### config.mk
export PLATFORM = sky130hd
export DESIGN_NAME = riscv_core_ctrl
export DESIGN_NICKNAME = d
export VERILOG_FILES = /design/src/rtl/riscv_core_ctrl_pkg.sv /design/src/rtl/riscv_fetch_timer.sv /design/src/rtl/riscv_core_ctrl.sv
export SDC_FILE = /design/constraint.sdc
export NUM_CORES = 1
export LEC_CHECK = 0
export CORE_MARGIN = 2
export CORE_UTILIZATION = 49
export CTS_BUF_LIST = sky130_fd_sc_hd__clkbuf_8
export DETAILED_ROUTE_END_ITERATION = 16
export PLACE_DENSITY = 0.88
export REMOVE_ABC_BUFFERS = 1
export SYNTH_ARGS = -nofsm -noshare
export SYNTH_HDL_FRONTEND = slang
export SYNTH_SLANG_ARGS = --single-unit
### constraint.sdc
create_clock -name clk -period 3.5 [get_ports clk]
set_input_delay 0.7 -clock clk [delete_from_list [all_inputs] [get_ports clk]]
set_output_delay 0.7 -clock clk [all_outputs]
set_load 0.01 [all_outputs]
### src/rtl/riscv_core_ctrl_pkg.sv
// Shared types and constants for the RV32 multi-cycle control sequencer.
// Holds the FSM state and trap-cause enums plus the decoder class encodings.
package riscv_core_ctrl_pkg;

    typedef enum logic [2:0] {
        ST_IDLE   = 3'd0,
        ST_FETCH  = 3'd1,
        ST_DECODE = 3'd2,
        ST_EXEC   = 3'd3,
        ST_WB     = 3'd4,
        ST_TRAP   = 3'd5
    } ctrl_state_e;

    typedef enum logic [1:0] {
        TRAP_NONE     = 2'd0,
        TRAP_ILLEGAL  = 2'd1,
        TRAP_FETCH_TO = 2'd2,
        TRAP_MISALIGN = 2'd3
    } trap_cause_e;

    typedef enum logic {
        RF_NONE  = 1'b0,
        RF_WRITE = 1'b1
    } rf_wen_e;

    typedef enum logic [1:0] {
        PC_PLUS4  = 2'd0,
        PC_JUMP   = 2'd1,
        PC_BRANCH = 2'd2,
        PC_JALR   = 2'd3
    } pc_sel_e;

    localparam logic [31:0] PC_STEP = 32'd4;

    // Instructions are 4-byte aligned; bit 0 is already cleared by the caller.
    function automatic logic target_misaligned(input logic [31:0] tgt);
        return tgt[1];
    endfunction

endpackage

### src/rtl/riscv_fetch_timer.sv
// Fetch timeout down-counter: reloads while not waiting on memory, counts down
// each unacknowledged FETCH cycle and flags the terminal count.
module riscv_fetch_timer #(
    parameter int unsigned FETCH_TIMEOUT = 16
) (
    input  logic clk,
    input  logic rst,
    input  logic load,
    input  logic tick,
    output logic expired
);

    localparam logic [7:0] LOAD_VAL = 8'(FETCH_TIMEOUT - 1);

    logic [7:0] cnt_q;
    logic [7:0] cnt_d;

    always_comb begin
        cnt_d = cnt_q;
        if (load) begin
            cnt_d = LOAD_VAL;
        end else if (tick && (cnt_q != 8'd0)) begin
            cnt_d = cnt_q - 8'd1;
        end
    end

    always_ff @(posedge clk) begin
        if (rst) begin
            cnt_q <= LOAD_VAL;
        end else begin
            cnt_q <= cnt_d;
        end
    end

    assign expired = (cnt_q == 8'd0);

endmodule

### src/rtl/riscv_core_ctrl.sv
// Multi-cycle sequencer for the single-issue RV32 core: owns PC, instruction
// register and instret, and drives the imem request/ack handshake.
//   state  | meaning
//   IDLE   | halted, waiting for run
//   FETCH  | imem_req high at pc, waiting for ack or timeout
//   DECODE | decoder looks at inst; illegal -> TRAP
//   EXEC   | one cycle of ALU settle time
//   WB     | writeback strobe, next-PC select, retire
//   TRAP   | sticky error halt, left only by rst
module riscv_core_ctrl
    import riscv_core_ctrl_pkg::*;
#(
    parameter logic [31:0] RESET_PC      = 32'h0000_0000,
    parameter int unsigned FETCH_TIMEOUT = 16
) (
    input  logic        clk,
    input  logic        rst,
    input  logic        run,
    output logic        imem_req,
    output logic [31:0] imem_addr,
    input  logic        imem_ack,
    input  logic [31:0] imem_rdata,
    output logic [31:0] inst,
    input  logic        dec_valid,
    input  rf_wen_e     dec_rf_wen,
    input  pc_sel_e     dec_pc_sel,
    input  logic [31:0] alu_result,
    output logic [31:0] pc,
    output logic        rf_we,
    output logic        retire,
    output logic [31:0] instret,
    output logic        trap,
    output logic [1:0]  trap_cause,
    output logic        busy
);

    ctrl_state_e state_q, state_d;
    trap_cause_e cause_q, cause_d;
    logic [31:0] pc_q, pc_d;
    logic [31:0] inst_q, inst_d;
    logic [31:0] instret_q, instret_d;
    logic [31:0] target;
    logic        tmr_load;
    logic        tmr_tick;
    logic        tmr_expired;

    riscv_fetch_timer #(
        .FETCH_TIMEOUT(FETCH_TIMEOUT)
    ) u_fetch_timer (
        .clk    (clk),
        .rst    (rst),
        .load   (tmr_load),
        .tick   (tmr_tick),
        .expired(tmr_expired)
    );

    always_comb begin
        state_d   = state_q;
        cause_d   = cause_q;
        pc_d      = pc_q;
        inst_d    = inst_q;
        instret_d = instret_q;
        imem_req  = 1'b0;
        rf_we     = 1'b0;
        retire    = 1'b0;
        tmr_load  = 1'b1;
        tmr_tick  = 1'b0;
        target    = (dec_pc_sel == PC_PLUS4) ? (pc_q + PC_STEP)
                                             : (alu_result & ~32'h0000_0001);

        case (state_q)
            ST_IDLE: begin
                if (run) state_d = ST_FETCH;
            end
            ST_FETCH: begin
                imem_req = 1'b1;
                tmr_load = 1'b0;
                // Ack is checked first so a late ack on the last cycle still completes.
                if (imem_ack) begin
                    inst_d   = imem_rdata;
                    tmr_load = 1'b1;
                    state_d  = ST_DECODE;
                end else if (tmr_expired) begin
                    cause_d = TRAP_FETCH_TO;
                    state_d = ST_TRAP;
                end else begin
                    tmr_tick = 1'b1;
                end
            end
            ST_DECODE: begin
                if (dec_valid) begin
                    state_d = ST_EXEC;
                end else begin
                    cause_d = TRAP_ILLEGAL;
                    state_d = ST_TRAP;
                end
            end
            ST_EXEC: begin
                state_d = ST_WB;
            end
            ST_WB: begin
                if (target_misaligned(target)) begin
                    cause_d = TRAP_MISALIGN;
                    state_d = ST_TRAP;
                end else begin
                    pc_d      = target;
                    rf_we     = (dec_rf_wen == RF_WRITE);
                    retire    = 1'b1;
                    instret_d = instret_q + 32'd1;
                    state_d   = run ? ST_FETCH : ST_IDLE;
                end
            end
            ST_TRAP: begin
                state_d = ST_TRAP;
            end
            default: begin
                state_d = ST_IDLE;
            end
        endcase
    end

    always_ff @(posedge clk) begin
        if (rst) begin
            state_q   <= ST_IDLE;
            cause_q   <= TRAP_NONE;
            pc_q      <= RESET_PC;
            inst_q    <= 32'd0;
            instret_q <= 32'd0;
        end else begin
            state_q   <= state_d;
            cause_q   <= cause_d;
            pc_q      <= pc_d;
            inst_q    <= inst_d;
            instret_q <= instret_d;
        end
    end

    assign imem_addr  = pc_q;
    assign pc         = pc_q;
    assign inst       = inst_q;
    assign instret    = instret_q;
    assign trap       = (state_q == ST_TRAP);
    assign trap_cause = cause_q;
    assign busy       = (state_q != ST_IDLE) && (state_q != ST_TRAP);

endmodule

==> results.yml <==
run_status:
  status: "finished clean"
clocking:
  clock-sinks: 107
  clock_path_buffers: 2
  cts_tree: "done"
  insertion_delay_ns: 0.39
  cts-buffers-inserted: 9
  cts-resized-gates: 0
  htreeDepth: 3
  hold_buffers: 0
  root_buffer: "clkbuf_8"
  cts_setup_buffers: 0
  clk_pin_slew_ns: 0.10
placement:
  pre_cts_slack_ns: 0.4926
  place.gp.congestion: 0.9045
  port-buffer-count: 201
  placed_area_um2: 7337
  dpl.hpwl_mm: 11.31
synthesis:
  yosysWarningCount: 0
  synth-seq-cells: 107
  ys_seq_area_frac: 0.3913
  synth_edf_count: 0
  synthFlopType: "dfxtp_1"
  synth_area_um2: 5474
  async_flop_share: 0
  synthCells: 709
  synthDistinctLibCells: 63
  syn_area_per_cell_um2: 7.721
floorplanning:
  num_rows: 38
  initial_core_util: 0.5028
  die_h_um: 109.7
  die_w_um: 109.7
  core-area_um2: 10890
  pin_count: 207
  fp.dieArea_um2: 12030
power:
  power_density_nw_per_um2: 351.2
  finalPower_mw: 2.654
  leakagePower_nw: 2.554
  max-vdd-ir-drop_mv: 0.2585
min_path:
  holdPathEnd: "inst[26]$_SDFFE_PP0P_"
  min_from: "inst[26]$_SDFFE_PP0P_"
  hold_class: "reg -> reg"
  whs_path_depth: 2
finish:
  seqCellArea_um2: 2142
  layout.nets: 937
  multi_input_area_um2: 2894
  final_common_cell: "clkdlybuf4s50_1"
  drive_gt1_frac: 0.04971
  syn_to_final_growth_pct: 38.06
  antenna_cells: 0
  layout_common_cells: "clkdlybuf4s50_1 (200), nand2_1 (138), dfxtp_1 (107)"
  n_fill_cell: 884
  fin_area_um2: 7557
setup_path:
  endpoint_kind: "output pin"
  arrival_ns: 2.50
  r2r_start: "state_q[2]$_SDFFE_PP0P_"
  criticalPathCategory: "reg -> out"
  r2r-end: "imem_addr[28]$_SDFFE_PP0P_"
  r2r_slack_ns: 0.88
  cp_max_fo: 14
  r2r_cells: 7
  worstPathRequired_ns: 2.80
  start_kind: "flop"
sta:
  maxSlewHeadroom: 0.3216
  fmaxAchievable_mhz: 312.5
  rsz0062_at_grt: "no"
  post-route-period-util: 0.9143
  layout_setup_ws_ns: 0.2999
  skew_ns: 0.01264
  holdWs_ns: 0.4595
  setup_viol: 0
  hold_viol: 0
  fin_crit_ns: 3.200
  maxSlewViolCount: 0
  tightestPinTransition_ns: 1.015
  final.setup.tns_ns: 0
flow_run:
  maxCapViolCount: 0
global_route:
  grt_pass1_wl_mm: 24.95
  grt_pass1_vias: 5414
  grt_usage: 0.2594
  grt_remaining_overflow: 0
  grt_antenna_before_repair: 0
  grt_max_degree: 78
detailed_routing:
  wl_per_cell_um: 15.67
  vias: 5757
  vias_per_cell: 5.728
  drt_iter0_drc: 413
  finalWirelength_mm: 15.75
  drc: 0
  drt_pass1_iterations: 5
  ant_nets: 0
## metrics by stage
stage,util,cells
6_report,0.6941,1005
5_1_grt,0.6941,1005
4_1_cts,0.6941,1005
3_5_place_dp,0.6739,990
3_3_place_gp,0.6739,990
2_1_floorplan,-,637
## cell type report
cell class                 count  share of cell area
tap                          140             0.02318
sequential                   107              0.2834
clock buffer                   9             0.01639
inverter                       7            0.003477
timing repair buffer         213              0.2778
multi-input combinational    523              0.3829
clock inverter                 6             0.01275
## report_power, final
part	total [mW]	internal (mW)	switching, mW	leakage [nW]
clock	0.861	0.409	0.452	0.108
combinational	0.473	0.249	0.224	1.58
sequential	1.32	1.26	0.0563	0.865
total	2.65	1.92	0.732	2.55
## synth_stat cells, types with 8 or more instances
cell | n | area [um2]
a21oi_1 | 66 | 330.3
dfxtp_1 | 107 | 2142
xor2_1 | 23 | 201.4
and3_1 | 14 | 87.58
nand2_1 | 138 | 518.0
o21ai_0 | 26 | 130.1
clkbuf_1 | 37 | 138.9
a31oi_1 | 11 | 68.82
nor3_1 | 17 | 85.08
buf_4 | 34 | 255.2
nand3_1 | 34 | 170.2
or3_1 | 11 | 68.82
nand4_1 | 17 | 106.4
nor2_1 | 58 | 217.7
o31ai_1 | 8 | 60.06
## how the worst max path moves through the flow
| stage | start | to | slack [ns] | cells past startpoint |
|---|---|---|---|---|
| detailed placement | imem_ack | u_fetch_timer.cnt_q[5]$_SDFFE_PP0P_ | 0.49 | 6 |
| finish | state_q[2]$_SDFFE_PP0P_ | retire | 0.30 | 4 |
| floorplan | dec_pc_sel[1] | retire | 0.75 | 3 |
| global placement | dec_pc_sel[1] | retire | 0.49 | 5 |
| CTS | state_q[2]$_SDFFE_PP0P_ | retire | 0.33 | 4 |
| global route | state_q[2]$_SDFFE_PP0P_ | retire | 0.14 | 4 |
## layer usage
metal / routed length, um / share of wire / vias to the layer above / global-route usage
li1: - / - / 2754 / -
met1: 6297 / 0.40 / 2692 / 0.3123
met2: 7618 / 0.48 / 272 / 0.4414
met3: 1467 / 0.093 / 39 / 0.06580
met4: 364 / 0.023 / 0 / 0.1040
met5: 0 / 0 / - / 0
## state kept, by name, summed over array words and instances (netlist names)
register             count
inst                    32
instret                 32
imem_addr               30
u_fetch_timer.cnt_q      8
state_q                  3
trap_cause               2
## kinds of logic (layout without fill, tap and decap cells)
family                   Yosys count  in the layout  share of synthesized area
flip-flops                       107            107                     0.3913
multiplexers                       9              9                    0.01714
other                              1              4                  0.0006851
XOR/XNOR                          30             30                    0.04800
AO/OA/AOI/OAI                    148            148                     0.1639
buffers and inverters             82            235                    0.08251
adder cells (fa/ha/maj)            4              4                   0.009143
AND/OR/NAND/NOR                  328            328                     0.2873
## critical path: stages (launching register included)
cell	delay, ns
dfxtp_1	0.55
nor3b_2	0.58
nand2_1	0.25
inv_1	0.17
clkdlybuf4s50_1	0.55
(Power assumes the default switching activity.)
